File: config.mk
export PLATFORM = sky130hd
export DESIGN_NAME = axi4_burst_master_flat
export DESIGN_NICKNAME = d
export VERILOG_FILES = /design/src/rtl/axi4_burst_master_if.sv /design/src/rtl/axi4_burst_master.sv /design/src/flat_wrapper.sv
export SDC_FILE = /design/constraint.sdc
export NUM_CORES = 1
export LEC_CHECK = 0
export CAP_MARGIN = 25
export CELL_PAD_IN_SITES_DETAIL_PLACEMENT = 0
export CELL_PAD_IN_SITES_GLOBAL_PLACEMENT = 1
export CORE_AREA = 4 4 182 184
export DETAILED_ROUTE_END_ITERATION = 8
export DIE_AREA = 0 0 186 188
export PLACE_DENSITY = 0.7
export SLEW_MARGIN = 15
export SYNTH_ARGS = -nofsm -noshare
export SYNTH_HDL_FRONTEND = slang
export SYNTH_SLANG_ARGS = --single-unit
File: constraint.sdc
create_clock -name ACLK -period 3.2 [get_ports ACLK]
set_clock_uncertainty 0.1 [all_clocks]
set_input_delay 0.32 -clock ACLK [delete_from_list [all_inputs] [get_ports ACLK]]
set_output_delay 0.32 -clock ACLK [all_outputs]
set_load 0.03 [all_outputs]
File: src/rtl/axi4_burst_master_if.sv
// rtl/axi4_burst_master_if.sv - AXI4 (AXI3-style signal set) bus bundle between burst master and slave
//
// Purpose: groups the five AXI channels (AW, W, B, AR, R) into one bundle.
// Parameters: ID_W (ID width), ADDR_W (address width), DATA_W (data width);
//             the strobe width is DATA_W/8.
// Modports:
//   master - drives AW*/W*/AR* payload and valids, BREADY, RREADY;
//            samples AWREADY, WREADY, B*, ARREADY, R*.
//   slave  - the mirror image of master.

interface axi4_burst_master_if #(
    parameter int ID_W   = 4,
    parameter int ADDR_W = 32,
    parameter int DATA_W = 64
);
    localparam int STRB_W = DATA_W / 8;

    // Write-address channel
    logic [ID_W-1:0]   AWID;
    logic [ADDR_W-1:0] AWADDR;
    logic [3:0]        AWLEN;
    logic [2:0]        AWSIZE;
    logic [1:0]        AWBURST;
    logic [1:0]        AWLOCK;
    logic [3:0]        AWCACHE;
    logic [2:0]        AWPROT;
    logic              AWVALID;
    logic              AWREADY;

    // Write-data channel
    logic [ID_W-1:0]   WID;
    logic [DATA_W-1:0] WDATA;
    logic [STRB_W-1:0] WSTRB;
    logic              WLAST;
    logic              WVALID;
    logic              WREADY;

    // Write-response channel
    logic [ID_W-1:0]   BID;
    logic [1:0]        BRESP;
    logic              BVALID;
    logic              BREADY;

    // Read-address channel
    logic [ID_W-1:0]   ARID;
    logic [ADDR_W-1:0] ARADDR;
    logic [3:0]        ARLEN;
    logic [2:0]        ARSIZE;
    logic [1:0]        ARBURST;
    logic [1:0]        ARLOCK;
    logic [3:0]        ARCACHE;
    logic [2:0]        ARPROT;
    logic              ARVALID;
    logic              ARREADY;

    // Read-data channel
    logic [ID_W-1:0]   RID;
    logic [DATA_W-1:0] RDATA;
    logic [1:0]        RRESP;
    logic              RLAST;
    logic              RVALID;
    logic              RREADY;

    modport master (
        output AWID, AWADDR, AWLEN, AWSIZE, AWBURST, AWLOCK, AWCACHE, AWPROT, AWVALID,
        input  AWREADY,
        output WID, WDATA, WSTRB, WLAST, WVALID,
        input  WREADY,
        input  BID, BRESP, BVALID,
        output BREADY,
        output ARID, ARADDR, ARLEN, ARSIZE, ARBURST, ARLOCK, ARCACHE, ARPROT, ARVALID,
        input  ARREADY,
        input  RID, RDATA, RRESP, RLAST, RVALID,
        output RREADY
    );

    modport slave (
        input  AWID, AWADDR, AWLEN, AWSIZE, AWBURST, AWLOCK, AWCACHE, AWPROT, AWVALID,
        output AWREADY,
        input  WID, WDATA, WSTRB, WLAST, WVALID,
        output WREADY,
        output BID, BRESP, BVALID,
        input  BREADY,
        input  ARID, ARADDR, ARLEN, ARSIZE, ARBURST, ARLOCK, ARCACHE, ARPROT, ARVALID,
        output ARREADY,
        output RID, RDATA, RRESP, RLAST, RVALID,
        input  RREADY
    );

endinterface

File: src/rtl/axi4_burst_master.sv
// rtl/axi4_burst_master.sv - AXI4 INCR burst master driven by a command port and data streams
//
// Purpose: turns one command (write/read, address, length, id) into a single
// INCR burst of 1..16 beats. Write and read paths are independent FSMs, so one
// write and one read can be in flight at once.
//
// Optional feature macro: AXI4_BURST_MASTER_LEN_CHECK_EN
//   defined   - read beats are counted; rd_err latches (sticky until ARESET) when
//               RLAST disagrees with ARLEN.
//   undefined - rd_err is tied to 0 and no read beat counter exists.
//
// Ports:
//   ACLK, ARESET          clock, synchronous active-high reset
//   cmd_valid/cmd_ready   command handshake; cmd_write selects write(1)/read(0)
//   cmd_addr/len/id       burst start address, beats-1, transaction id
//   wd_valid/wd_ready     write-data stream handshake, wd_data/wd_strb payload
//   rd_valid/rd_ready     read-data stream handshake, rd_data/rd_resp/rd_last payload
//   wr_done/wr_resp/wr_id one-cycle completion pulse with captured BRESP/BID
//   rd_err                sticky read length error (optional feature)
//   axi                   AXI bus, master side

module axi4_burst_master #(
    parameter int ID_W     = 4,
    parameter int ADDR_W   = 32,
    parameter int DATA_W   = 64,
    parameter int SIZE_ENC = 3
) (
    input  logic                ACLK,
    input  logic                ARESET,

    input  logic                cmd_valid,
    output logic                cmd_ready,
    input  logic                cmd_write,
    input  logic [ADDR_W-1:0]   cmd_addr,
    input  logic [3:0]          cmd_len,
    input  logic [ID_W-1:0]     cmd_id,

    input  logic                wd_valid,
    output logic                wd_ready,
    input  logic [DATA_W-1:0]   wd_data,
    input  logic [DATA_W/8-1:0] wd_strb,

    output logic                rd_valid,
    input  logic                rd_ready,
    output logic [DATA_W-1:0]   rd_data,
    output logic [1:0]          rd_resp,
    output logic                rd_last,

    output logic                wr_done,
    output logic [1:0]          wr_resp,
    output logic [ID_W-1:0]     wr_id,
    output logic                rd_err,

    axi4_burst_master_if.master axi
);

    typedef enum logic [1:0] {
        W_IDLE = 2'd0,
        W_ADDR = 2'd1,
        W_DATA = 2'd2,
        W_RESP = 2'd3
    } wstate_t;

    typedef enum logic [1:0] {
        R_IDLE = 2'd0,
        R_ADDR = 2'd1,
        R_DATA = 2'd2
    } rstate_t;

    // ------------------------------------------------------------------
    // State and registered payload
    // ------------------------------------------------------------------
    wstate_t             wstate_q, wstate_d;
    logic [ADDR_W-1:0]   awaddr_q, awaddr_d;
    logic [3:0]          awlen_q,  awlen_d;
    logic [ID_W-1:0]     awid_q,   awid_d;
    logic [3:0]          beat_cnt_q, beat_cnt_d;
    logic                wr_done_q, wr_done_d;
    logic [1:0]          wr_resp_q, wr_resp_d;
    logic [ID_W-1:0]     wr_id_q,   wr_id_d;

    rstate_t             rstate_q, rstate_d;
    logic [ADDR_W-1:0]   araddr_q, araddr_d;
    logic [3:0]          arlen_q,  arlen_d;
    logic [ID_W-1:0]     arid_q,   arid_d;

    // ------------------------------------------------------------------
    // Handshake qualifiers
    // ------------------------------------------------------------------
    logic wr_accept;
    logic rd_accept;
    logic w_hs;
    logic r_hs;
    logic wlast;

    // cmd_ready looks at the idle state of whichever path the command targets,
    // so a read can be accepted while a write is busy and vice versa.
    assign cmd_ready = cmd_write ? (wstate_q == W_IDLE) : (rstate_q == R_IDLE);
    assign wr_accept = cmd_valid && cmd_ready && cmd_write;
    assign rd_accept = cmd_valid && cmd_ready && !cmd_write;

    // W beats are only offered after the AW handshake (state W_DATA).
    assign wd_ready  = (wstate_q == W_DATA) && axi.WREADY;
    assign w_hs      = (wstate_q == W_DATA) && wd_valid && axi.WREADY;
    assign wlast     = (wstate_q == W_DATA) && (beat_cnt_q == awlen_q);

    assign rd_valid  = (rstate_q == R_DATA) && axi.RVALID;
    assign r_hs      = (rstate_q == R_DATA) && axi.RVALID && rd_ready;

    // ------------------------------------------------------------------
    // Write-channel outputs
    // ------------------------------------------------------------------
    assign axi.AWID    = awid_q;
    assign axi.AWADDR  = awaddr_q;
    assign axi.AWLEN   = awlen_q;
    assign axi.AWSIZE  = 3'(SIZE_ENC);
    assign axi.AWBURST = 2'b01;
    assign axi.AWLOCK  = 2'b00;
    assign axi.AWCACHE = 4'b0000;
    assign axi.AWPROT  = 3'b000;
    assign axi.AWVALID = (wstate_q == W_ADDR);

    assign axi.WID     = awid_q;
    assign axi.WDATA   = wd_data;
    assign axi.WSTRB   = wd_strb;
    assign axi.WLAST   = wlast;
    assign axi.WVALID  = (wstate_q == W_DATA) && wd_valid;

    assign axi.BREADY  = (wstate_q == W_RESP);

    assign wr_done     = wr_done_q;
    assign wr_resp     = wr_resp_q;
    assign wr_id       = wr_id_q;

    // ------------------------------------------------------------------
    // Read-channel outputs
    // ------------------------------------------------------------------
    assign axi.ARID    = arid_q;
    assign axi.ARADDR  = araddr_q;
    assign axi.ARLEN   = arlen_q;
    assign axi.ARSIZE  = 3'(SIZE_ENC);
    assign axi.ARBURST = 2'b01;
    assign axi.ARLOCK  = 2'b00;
    assign axi.ARCACHE = 4'b0000;
    assign axi.ARPROT  = 3'b000;
    assign axi.ARVALID = (rstate_q == R_ADDR);

    assign axi.RREADY  = (rstate_q == R_DATA) && rd_ready;

    assign rd_data     = axi.RDATA;
    assign rd_resp     = axi.RRESP;
    assign rd_last     = axi.RLAST;

    // ------------------------------------------------------------------
    // Write FSM: next state
    // ------------------------------------------------------------------
    always_comb begin
        wstate_d   = wstate_q;
        awaddr_d   = awaddr_q;
        awlen_d    = awlen_q;
        awid_d     = awid_q;
        beat_cnt_d = beat_cnt_q;
        wr_done_d  = 1'b0;
        wr_resp_d  = wr_resp_q;
        wr_id_d    = wr_id_q;

        case (wstate_q)
            W_IDLE: begin
                if (wr_accept) begin
                    awaddr_d = cmd_addr;
                    awlen_d  = cmd_len;
                    awid_d   = cmd_id;
                    wstate_d = W_ADDR;
                end
            end
            W_ADDR: begin
                if (axi.AWREADY) begin
                    beat_cnt_d = 4'd0;
                    wstate_d   = W_DATA;
                end
            end
            W_DATA: begin
                if (w_hs) begin
                    // The final beat leaves the counter at AWLEN, so it never wraps.
                    if (wlast) begin
                        wstate_d = W_RESP;
                    end else begin
                        beat_cnt_d = beat_cnt_q + 4'd1;
                    end
                end
            end
            W_RESP: begin
                if (axi.BVALID) begin
                    wr_done_d = 1'b1;
                    wr_resp_d = axi.BRESP;
                    wr_id_d   = axi.BID;
                    wstate_d  = W_IDLE;
                end
            end
            default: wstate_d = W_IDLE;
        endcase
    end

    always_ff @(posedge ACLK) begin
        if (ARESET) begin
            wstate_q   <= W_IDLE;
            awaddr_q   <= '0;
            awlen_q    <= '0;
            awid_q     <= '0;
            beat_cnt_q <= '0;
            wr_done_q  <= 1'b0;
            wr_resp_q  <= '0;
            wr_id_q    <= '0;
        end else begin
            wstate_q   <= wstate_d;
            awaddr_q   <= awaddr_d;
            awlen_q    <= awlen_d;
            awid_q     <= awid_d;
            beat_cnt_q <= beat_cnt_d;
            wr_done_q  <= wr_done_d;
            wr_resp_q  <= wr_resp_d;
            wr_id_q    <= wr_id_d;
        end
    end

    // ------------------------------------------------------------------
    // Read FSM: next state
    // ------------------------------------------------------------------
`ifdef AXI4_BURST_MASTER_LEN_CHECK_EN
    logic [3:0] rbeat_cnt_q, rbeat_cnt_d;
    logic       rd_err_q,    rd_err_d;

    assign rd_err = rd_err_q;

    always_comb begin
        rstate_d    = rstate_q;
        araddr_d    = araddr_q;
        arlen_d     = arlen_q;
        arid_d      = arid_q;
        rbeat_cnt_d = rbeat_cnt_q;
        rd_err_d    = rd_err_q;

        case (rstate_q)
            R_IDLE: begin
                if (rd_accept) begin
                    araddr_d = cmd_addr;
                    arlen_d  = cmd_len;
                    arid_d   = cmd_id;
                    rstate_d = R_ADDR;
                end
            end
            R_ADDR: begin
                if (axi.ARREADY) begin
                    rbeat_cnt_d = 4'd0;
                    rstate_d    = R_DATA;
                end
            end
            R_DATA: begin
                if (r_hs) begin
                    if (axi.RLAST) begin
                        if (rbeat_cnt_q != arlen_q) begin
                            rd_err_d = 1'b1;
                        end
                        rstate_d = R_IDLE;
                    end else if (rbeat_cnt_q == arlen_q) begin
                        // Expected last beat came without RLAST: flag it and keep
                        // draining until the slave finally ends the burst. The
                        // counter parks at ARLEN instead of wrapping.
                        rd_err_d = 1'b1;
                    end else begin
                        rbeat_cnt_d = rbeat_cnt_q + 4'd1;
                    end
                end
            end
            default: rstate_d = R_IDLE;
        endcase
    end

    always_ff @(posedge ACLK) begin
        if (ARESET) begin
            rbeat_cnt_q <= '0;
            rd_err_q    <= 1'b0;
        end else begin
            rbeat_cnt_q <= rbeat_cnt_d;
            rd_err_q    <= rd_err_d;
        end
    end
`else
    assign rd_err = 1'b0;

    always_comb begin
        rstate_d = rstate_q;
        araddr_d = araddr_q;
        arlen_d  = arlen_q;
        arid_d   = arid_q;

        case (rstate_q)
            R_IDLE: begin
                if (rd_accept) begin
                    araddr_d = cmd_addr;
                    arlen_d  = cmd_len;
                    arid_d   = cmd_id;
                    rstate_d = R_ADDR;
                end
            end
            R_ADDR: begin
                if (axi.ARREADY) begin
                    rstate_d = R_DATA;
                end
            end
            R_DATA: begin
                if (r_hs && axi.RLAST) begin
                    rstate_d = R_IDLE;
                end
            end
            default: rstate_d = R_IDLE;
        endcase
    end
`endif

    always_ff @(posedge ACLK) begin
        if (ARESET) begin
            rstate_q <= R_IDLE;
            araddr_q <= '0;
            arlen_q  <= '0;
            arid_q   <= '0;
        end else begin
            rstate_q <= rstate_d;
            araddr_q <= araddr_d;
            arlen_q  <= arlen_d;
            arid_q   <= arid_d;
        end
    end

endmodule

File: src/flat_wrapper.sv
// flat-port wrapper written by rule: the top's interface ports become plain ports
module axi4_burst_master_flat 
#(
    parameter int ID_W     = 4,
    parameter int ADDR_W   = 32,
    parameter int DATA_W   = 64,
    parameter int SIZE_ENC = 3
)
  (ACLK, ARESET, cmd_valid, cmd_ready, cmd_write, cmd_addr, cmd_len, cmd_id, wd_valid, wd_ready, wd_data, wd_strb, rd_valid, rd_ready, rd_data, rd_resp, rd_last, wr_done, wr_resp, wr_id, rd_err, axi_AWID, axi_AWADDR, axi_AWLEN, axi_AWSIZE, axi_AWBURST, axi_AWLOCK, axi_AWCACHE, axi_AWPROT, axi_AWVALID, axi_AWREADY, axi_WID, axi_WDATA, axi_WSTRB, axi_WLAST, axi_WVALID, axi_WREADY, axi_BID, axi_BRESP, axi_BVALID, axi_BREADY, axi_ARID, axi_ARADDR, axi_ARLEN, axi_ARSIZE, axi_ARBURST, axi_ARLOCK, axi_ARCACHE, axi_ARPROT, axi_ARVALID, axi_ARREADY, axi_RID, axi_RDATA, axi_RRESP, axi_RLAST, axi_RVALID, axi_RREADY);
  axi4_burst_master_if #(.ID_W(ID_W), .ADDR_W(ADDR_W), .DATA_W(DATA_W)) axi_i ();
  input  logic ACLK;
  input  logic ARESET;
  input  logic cmd_valid;
  output logic cmd_ready;
  input  logic cmd_write;
  input  logic [ADDR_W-1:0] cmd_addr;
  input  logic [3:0] cmd_len;
  input  logic [ID_W-1:0] cmd_id;
  input  logic wd_valid;
  output logic wd_ready;
  input  logic [DATA_W-1:0] wd_data;
  input  logic [DATA_W/8-1:0] wd_strb;
  output logic rd_valid;
  input  logic rd_ready;
  output logic [DATA_W-1:0] rd_data;
  output logic [1:0] rd_resp;
  output logic rd_last;
  output logic wr_done;
  output logic [1:0] wr_resp;
  output logic [ID_W-1:0] wr_id;
  output logic rd_err;
  output wire logic [$bits(axi_i.AWID)-1:0] axi_AWID;
  output wire logic [$bits(axi_i.AWADDR)-1:0] axi_AWADDR;
  output wire logic [$bits(axi_i.AWLEN)-1:0] axi_AWLEN;
  output wire logic [$bits(axi_i.AWSIZE)-1:0] axi_AWSIZE;
  output wire logic [$bits(axi_i.AWBURST)-1:0] axi_AWBURST;
  output wire logic [$bits(axi_i.AWLOCK)-1:0] axi_AWLOCK;
  output wire logic [$bits(axi_i.AWCACHE)-1:0] axi_AWCACHE;
  output wire logic [$bits(axi_i.AWPROT)-1:0] axi_AWPROT;
  output wire logic [$bits(axi_i.AWVALID)-1:0] axi_AWVALID;
  input wire logic [$bits(axi_i.AWREADY)-1:0] axi_AWREADY;
  output wire logic [$bits(axi_i.WID)-1:0] axi_WID;
  output wire logic [$bits(axi_i.WDATA)-1:0] axi_WDATA;
  output wire logic [$bits(axi_i.WSTRB)-1:0] axi_WSTRB;
  output wire logic [$bits(axi_i.WLAST)-1:0] axi_WLAST;
  output wire logic [$bits(axi_i.WVALID)-1:0] axi_WVALID;
  input wire logic [$bits(axi_i.WREADY)-1:0] axi_WREADY;
  input wire logic [$bits(axi_i.BID)-1:0] axi_BID;
  input wire logic [$bits(axi_i.BRESP)-1:0] axi_BRESP;
  input wire logic [$bits(axi_i.BVALID)-1:0] axi_BVALID;
  output wire logic [$bits(axi_i.BREADY)-1:0] axi_BREADY;
  output wire logic [$bits(axi_i.ARID)-1:0] axi_ARID;
  output wire logic [$bits(axi_i.ARADDR)-1:0] axi_ARADDR;
  output wire logic [$bits(axi_i.ARLEN)-1:0] axi_ARLEN;
  output wire logic [$bits(axi_i.ARSIZE)-1:0] axi_ARSIZE;
  output wire logic [$bits(axi_i.ARBURST)-1:0] axi_ARBURST;
  output wire logic [$bits(axi_i.ARLOCK)-1:0] axi_ARLOCK;
  output wire logic [$bits(axi_i.ARCACHE)-1:0] axi_ARCACHE;
  output wire logic [$bits(axi_i.ARPROT)-1:0] axi_ARPROT;
  output wire logic [$bits(axi_i.ARVALID)-1:0] axi_ARVALID;
  input wire logic [$bits(axi_i.ARREADY)-1:0] axi_ARREADY;
  input wire logic [$bits(axi_i.RID)-1:0] axi_RID;
  input wire logic [$bits(axi_i.RDATA)-1:0] axi_RDATA;
  input wire logic [$bits(axi_i.RRESP)-1:0] axi_RRESP;
  input wire logic [$bits(axi_i.RLAST)-1:0] axi_RLAST;
  input wire logic [$bits(axi_i.RVALID)-1:0] axi_RVALID;
  output wire logic [$bits(axi_i.RREADY)-1:0] axi_RREADY;
  assign axi_AWID = axi_i.AWID;
  assign axi_AWADDR = axi_i.AWADDR;
  assign axi_AWLEN = axi_i.AWLEN;
  assign axi_AWSIZE = axi_i.AWSIZE;
  assign axi_AWBURST = axi_i.AWBURST;
  assign axi_AWLOCK = axi_i.AWLOCK;
  assign axi_AWCACHE = axi_i.AWCACHE;
  assign axi_AWPROT = axi_i.AWPROT;
  assign axi_AWVALID = axi_i.AWVALID;
  assign axi_i.AWREADY = axi_AWREADY;
  assign axi_WID = axi_i.WID;
  assign axi_WDATA = axi_i.WDATA;
  assign axi_WSTRB = axi_i.WSTRB;
  assign axi_WLAST = axi_i.WLAST;
  assign axi_WVALID = axi_i.WVALID;
  assign axi_i.WREADY = axi_WREADY;
  assign axi_i.BID = axi_BID;
  assign axi_i.BRESP = axi_BRESP;
  assign axi_i.BVALID = axi_BVALID;
  assign axi_BREADY = axi_i.BREADY;
  assign axi_ARID = axi_i.ARID;
  assign axi_ARADDR = axi_i.ARADDR;
  assign axi_ARLEN = axi_i.ARLEN;
  assign axi_ARSIZE = axi_i.ARSIZE;
  assign axi_ARBURST = axi_i.ARBURST;
  assign axi_ARLOCK = axi_i.ARLOCK;
  assign axi_ARCACHE = axi_i.ARCACHE;
  assign axi_ARPROT = axi_i.ARPROT;
  assign axi_ARVALID = axi_i.ARVALID;
  assign axi_i.ARREADY = axi_ARREADY;
  assign axi_i.RID = axi_RID;
  assign axi_i.RDATA = axi_RDATA;
  assign axi_i.RRESP = axi_RRESP;
  assign axi_i.RLAST = axi_RLAST;
  assign axi_i.RVALID = axi_RVALID;
  assign axi_RREADY = axi_i.RREADY;
  axi4_burst_master #(.ID_W(ID_W), .ADDR_W(ADDR_W), .DATA_W(DATA_W), .SIZE_ENC(SIZE_ENC)) u_core (.ACLK(ACLK), .ARESET(ARESET), .cmd_valid(cmd_valid), .cmd_ready(cmd_ready), .cmd_write(cmd_write), .cmd_addr(cmd_addr), .cmd_len(cmd_len), .cmd_id(cmd_id), .wd_valid(wd_valid), .wd_ready(wd_ready), .wd_data(wd_data), .wd_strb(wd_strb), .rd_valid(rd_valid), .rd_ready(rd_ready), .rd_data(rd_data), .rd_resp(rd_resp), .rd_last(rd_last), .wr_done(wr_done), .wr_resp(wr_resp), .wr_id(wr_id), .rd_err(rd_err), .axi(axi_i));
endmodule
**After elaboration in Yosys (flattened, before gate mapping)**

Cells that the tools add are included.

- Register bits: 95
- Bits of input ports: 200
- Word-level logic and storage cells: 67

- Add/sub/neg operators: 1
- Equal/unequal tests: 15
- Multiplexer cells: 16
- Bitwise gates (word level): 1
- Reduce and logical (&&, ||, !) cells: 22

Operator list:

| cell | number |
|---|---|
| two-way mux 2 bit | 8 |
| two-way mux 4 bit | 3 |
| logical AND 1 bit | 11 |
| != test 2 x 1 -> 1 bit (second input constant) | 5 |
| != test 2 bit (second input constant) | 4 |
| case mux 2 bit (4 select lines) | 1 |
| case mux 4 bit (2 select lines) | 1 |
| equality test 2 bit (second input constant) | 3 |
| case mux 2 bit (3 select lines) | 1 |
| AND reduction 2 bit | 3 |
| AND reduction 5 bit | 1 |
| adder 4 x 1 -> 4 bit (second input constant) | 1 |
| equality test 2 x 1 -> 1 bit (second input constant) | 2 |
| equality test 4 bit | 1 |
| zero test 2 bit | 2 |
| AND reduction 4 bit | 1 |
| AND reduction 3 bit | 1 |
| two-way mux 1 bit | 2 |
| nonzero test 2 bit | 1 |
| OR reduction 2 bit | 1 |
| zero test 1 bit | 1 |
| inverter 1 bit | 1 |

**Logic depth before layout (Yosys ltp)**

- Depth after elaboration: 6
- Depth in mapped cells: 7

**Worst setup path before layout**

OpenSTA, ideal clock, no wires.

- Path kind: register to register
- From: reg u_core.wstate_q[1]
- To: reg u_core.beat_cnt_q[0]
- Setup time: 0.074 ns
- Arrival time: 1.857 ns
- Slack: 1.169 ns
- Stages on the path, launching flop included: 7
- Path buffers: 0
- Cell sequence: dfxtp_1 -> inv_1 -> ha_1 -> nor2b_4 -> or3_4 -> or4_1 -> a31oi_1

- Elaborated cells on any way between the ends: 11
- Classes of those cells: eq/ne: 5; mux: 1; reduce/logical: 5

RTL lines:

| element | RTL line | text |
|---|---|---|
| from (decl) | axi4_burst_master.sv:73 | `wstate_t wstate_q, wstate_d;` |
| from (signal assigned) | axi4_burst_master.sv:215 | `wstate_q <= wstate_d;` |
| equality test 2 x 1 -> 1 bit * | -- |  |
| net axi_AWVALID | flat_wrapper.sv:40 | `output wire logic [$bits(axi_i.AWVALID)-1:0] axi_AWVALID;` |
| != test 2 x 1 -> 1 bit (no source line) / nonzero test 2 bit (equally long branches) | -- |  |
| AND reduction 4 bit (no source line) | -- |  |
| to (signal assigned) | axi4_burst_master.sv:219 | `beat_cnt_q <= beat_cnt_d;` |
| to (decl) | axi4_burst_master.sv:77 | `logic [3:0] beat_cnt_q, beat_cnt_d;` |

Mark *: on every way through the listed nets, which the timed path passes. The rest lies on a longest branch.
A chain may end at the register's enable or synchronous reset.

**Worst setup path after layout**

- From: reg u_core.beat_cnt_q[0]
- To: out axi_WLAST

- Word-level cells in the longest chain between the ends: 2

Ends and longest elaborated chain:

| element | RTL line | text |
|---|---|---|
| equality test 4 bit | axi4_burst_master.sv:105 | `assign wlast = (wstate_q == W_DATA) && (beat_cnt_q == awlen_q);` |
| logical AND 1 bit | axi4_burst_master.sv:105 |  |
| to (decl) | flat_wrapper.sv:45 | `output wire logic [$bits(axi_i.WLAST)-1:0] axi_WLAST;` |

Every way passes these cells.

==> impl_metrics.env <==
export IMPL_cap_violations=0
export IMPL_ir_drop_uv=223
export IMPL_yosysWarnings=0
export IMPL_drc_errors=0
export IMPL_clock_latency_ps=360
export IMPL_synth_cell_types=34
export IMPL_hold_viol=0
export IMPL_layout_drive_gt1_share_pct=5.24
export IMPL_synth_cells=624
export IMPL_vias=3749
export IMPL_die_w_um=186
export IMPL_leakagePower_nw=2.13
export IMPL_dr_pass1_iters=4
export IMPL_gp_congestion=0.684
export IMPL_pin_count=468
export IMPL_critPathKind="flip-flop to primary output"
export IMPL_p_int_mw=2.48
export IMPL_start_kind="flip-flop"
export IMPL_fillers=3515
export IMPL_postCtsSetupBuffers=0
export IMPL_antenna_cells=0
export IMPL_final_cell_mix="nand2_1 (174), clkdlybuf4s50_1 (157), dfxtp_1 (95), a21oi_1 (87), conb_1 (29)"
export IMPL_grt_use_total_pct=8.46
export IMPL_finalCriticalPeriod_ps=2720
export IMPL_final_common_cell="nand2_1"
export IMPL_routed_wl_um=15000
export IMPL_relSlewSlack_pct=65.1
export IMPL_cts_tree="built"
export IMPL_dp_hpwl_um=11000
export IMPL_synth_area_mm2=0.00489
export IMPL_wl_met1_um=5510
export IMPL_rsz0062_at_grt="no"
export IMPL_path_clk_slew_ps=70
export IMPL_dieArea_mm2=0.0350
export IMPL_worst_setup_path_end_kind="primary output"
export IMPL_seq_power_share_pct=35.9
export IMPL_drt_initial_drc_count=122
export IMPL_highest_layer="met5"
export IMPL_vias_per_cell=3.63
export IMPL_post_cts_resized=0
export IMPL_cp_required_ps=2780
export IMPL_overflow=0
export IMPL_cp_top_family="simple AND/OR/NAND/NOR gates"
export IMPL_wl_per_cell_um=14.5
export IMPL_hold_path_class="primary input to flip-flop"
export IMPL_p_switching_mw=1.26
export IMPL_finalCritPeriodShare_pct=85.0
export IMPL_worst_path_buf_inv=1
export IMPL_fin_tns_setup_ps=0
export IMPL_finalSetupViolCount=0
export IMPL_cp_slowest_stage_delay_ps=670
export IMPL_clock_path_buffers=2
export IMPL_grt_max_degree=39
export IMPL_hold_buffers=0
export IMPL_worstMarginPinSlew_ps=523
export IMPL_grt_antenna_before_repair=1
export IMPL_postSynthAreaPerCell_um2=7.83
export IMPL_cts_buffers=9
export IMPL_power_total_mw=3.74
export IMPL_switching_share_pct=33.8
export IMPL_numPortBuffers=158
export IMPL_clkPwrFrac_pct=34.2
export IMPL_utilization_pct=19.4
export IMPL_fin_nets=831
export IMPL_critPathMaxFanout=8
export IMPL_met2WireLength_um=7220
export IMPL_rows=65
export IMPL_slowest_stage="clkdlybuf4s50_1"
export IMPL_status="completed"
export IMPL_synth_seq_cells=95
export IMPL_fmax_ghz=0.368
export IMPL_die_y_um=188
export IMPL_grt_pass1_vias=3604
export IMPL_power_density_mw_per_mm2=614
export IMPL_antenna_left=0
export IMPL_maxSlewViolCount=0
export IMPL_grt_pass1_wl_um=21800
export IMPL_area_growth_pct=24.8
export IMPL_h_tree_depth=3
export IMPL_core_region_area_mm2=0.0314
export IMPL_cts_sinks=95
export IMPL_start_util_pct=15.6
export IMPL_worstPathArrival_ps=2300
export IMPL_p_comb_share_pct=29.9
export IMPL_cts_root_buf="clkbuf_16"
export IMPL_seq_area_frac_synth_pct=38.9
export IMPL_wl_met3_um=1340
export IMPL_crit_chain="xor2_1 > nor4_4 > and2_1 > clkdlybuf4s50_1"
==> power groups by stage <==
| stage | Sequential [mW] | Clock (mW) | Combinational, mW |
|---|---|---|---|
| 5_1_grt | 1.36 | 1.39 | 1.22 |
| 2_1_floorplan | 1.53 | 0 | 0.862 |
| 4_1_cts | 1.35 | 1.36 | 1.14 |
| 3_5_place_dp | 1.38 | 0 | 1.14 |
| 3_3_place_gp | 1.37 | 0 | 1.13 |
| 6_report | 1.35 | 1.28 | 1.12 |
==> synth_stat cells <==
master,number,area (µm²)
nand2_1,174,653
buf_4,172,1290
dfxtp_1,95,1900
a21oi_1,87,435
clkbuf_1,24,90.1
nand3_1,10,50.1
ha_1,6,75.1
nand2b_1,5,31.3
a31oi_1,4,25.0
buf_2,4,20.0
inv_1,4,15.0
nor2_1,4,15.0
xor2_1,4,35.0
and2_1,3,18.8
buf_1,3,11.3
mux2i_1,3,30.0
a211oi_1,2,15.0
and3b_1,2,17.5
conb_1,2,7.51
nor2b_1,2,12.5
a2111oi_2,1,15.0
a21boi_1,1,7.51
a221oi_1,1,8.76
a22oi_1,1,7.51
and3_1,1,6.26
nor2b_4,1,13.8
nor4_4,1,21.3
nor4b_1,1,8.76
o21ai_1,1,5.00
o31ai_1,1,7.51
or3_1,1,6.26
or3_4,1,11.3
or4_1,1,7.51
or4b_1,1,10.0
==> per-layer routing <==
layer / track usage (%) / up-vias
met4: 5.91 / 2
li1: - / 1794
met5: 0 / -
met2: 14.0 / 185
met3: 3.80 / 80
met1: 8.37 / 1688
==> path summary, 6_finish.rpt <==
kind	slack, ps	from	endpoint	cells after the start
max reg2reg	1030	u_core.wstate_q[0]$_SDFFE_PP0P_	u_core.beat_cnt_q[0]$_SDFFE_PP0P_	6
max	480	u_core.beat_cnt_q[0]$_SDFFE_PP0P_	axi_WLAST	4
min	240	ARESET	u_core.axi.ARADDR[30]$_SDFFE_PP0P_	2
min reg2reg	350	u_core.axi.AWADDR[24]$_SDFFE_PP0P_	u_core.axi.AWADDR[24]$_SDFFE_PP0P_	2
==> per-stage QoR <==
stage                     instances  hold slack, ps  setup WS (ps)  area [µm²]
after detailed placement       1016             346            674        5760
after floorplan                 651             354           1170        4990
after global routing           1032             232            382        6100
final                          1032             235            480        6100
after CTS                      1032             209            459        6100
after global placement         1016             341            692        5760
==> final cells by class <==
class	count	area (µm²)	share of cell area, %
flip-flops and latches	95	1900	31.2
well taps	402	503	8.25
repair buffers	166	1660	27.3
clock buffers	9	225	3.69
clock inverters	7	118	1.93
multi-input cells	349	1670	27.4
inverters	4	15.0	0.246
==> logic make-up (layout without fill, tap and decap cells) <==
logic type | count (synthesis) | count (layout) | share of synthesized area [%]
simple gates | 208 | 208 | 18.1
buf+inv | 207 | 186 | 29.2
compound gates | 99 | 99 | 10.8
flops | 95 | 95 | 38.9
fa+ha+maj | 6 | 6 | 1.54
xor+xnor | 4 | 4 | 0.717
mux | 3 | 3 | 0.614
other cells | 2 | 29 | 0.154
==> flip-flops by register name (all words and copies together), names as in the netlist <==
register and flops:
u_core.wr_done 1, u_core.wr_id 4, u_core.axi.AWADDR 32, u_core.wr_resp 2, u_core.axi.ARLEN 4, u_core.axi.AWID 4, u_core.wstate_q 2, u_core.axi.ARID 4
u_core.rstate_q 2, u_core.axi.AWLEN 4, u_core.beat_cnt_q 4, u_core.axi.ARADDR 32
Power figures use the tool's default switching activity.
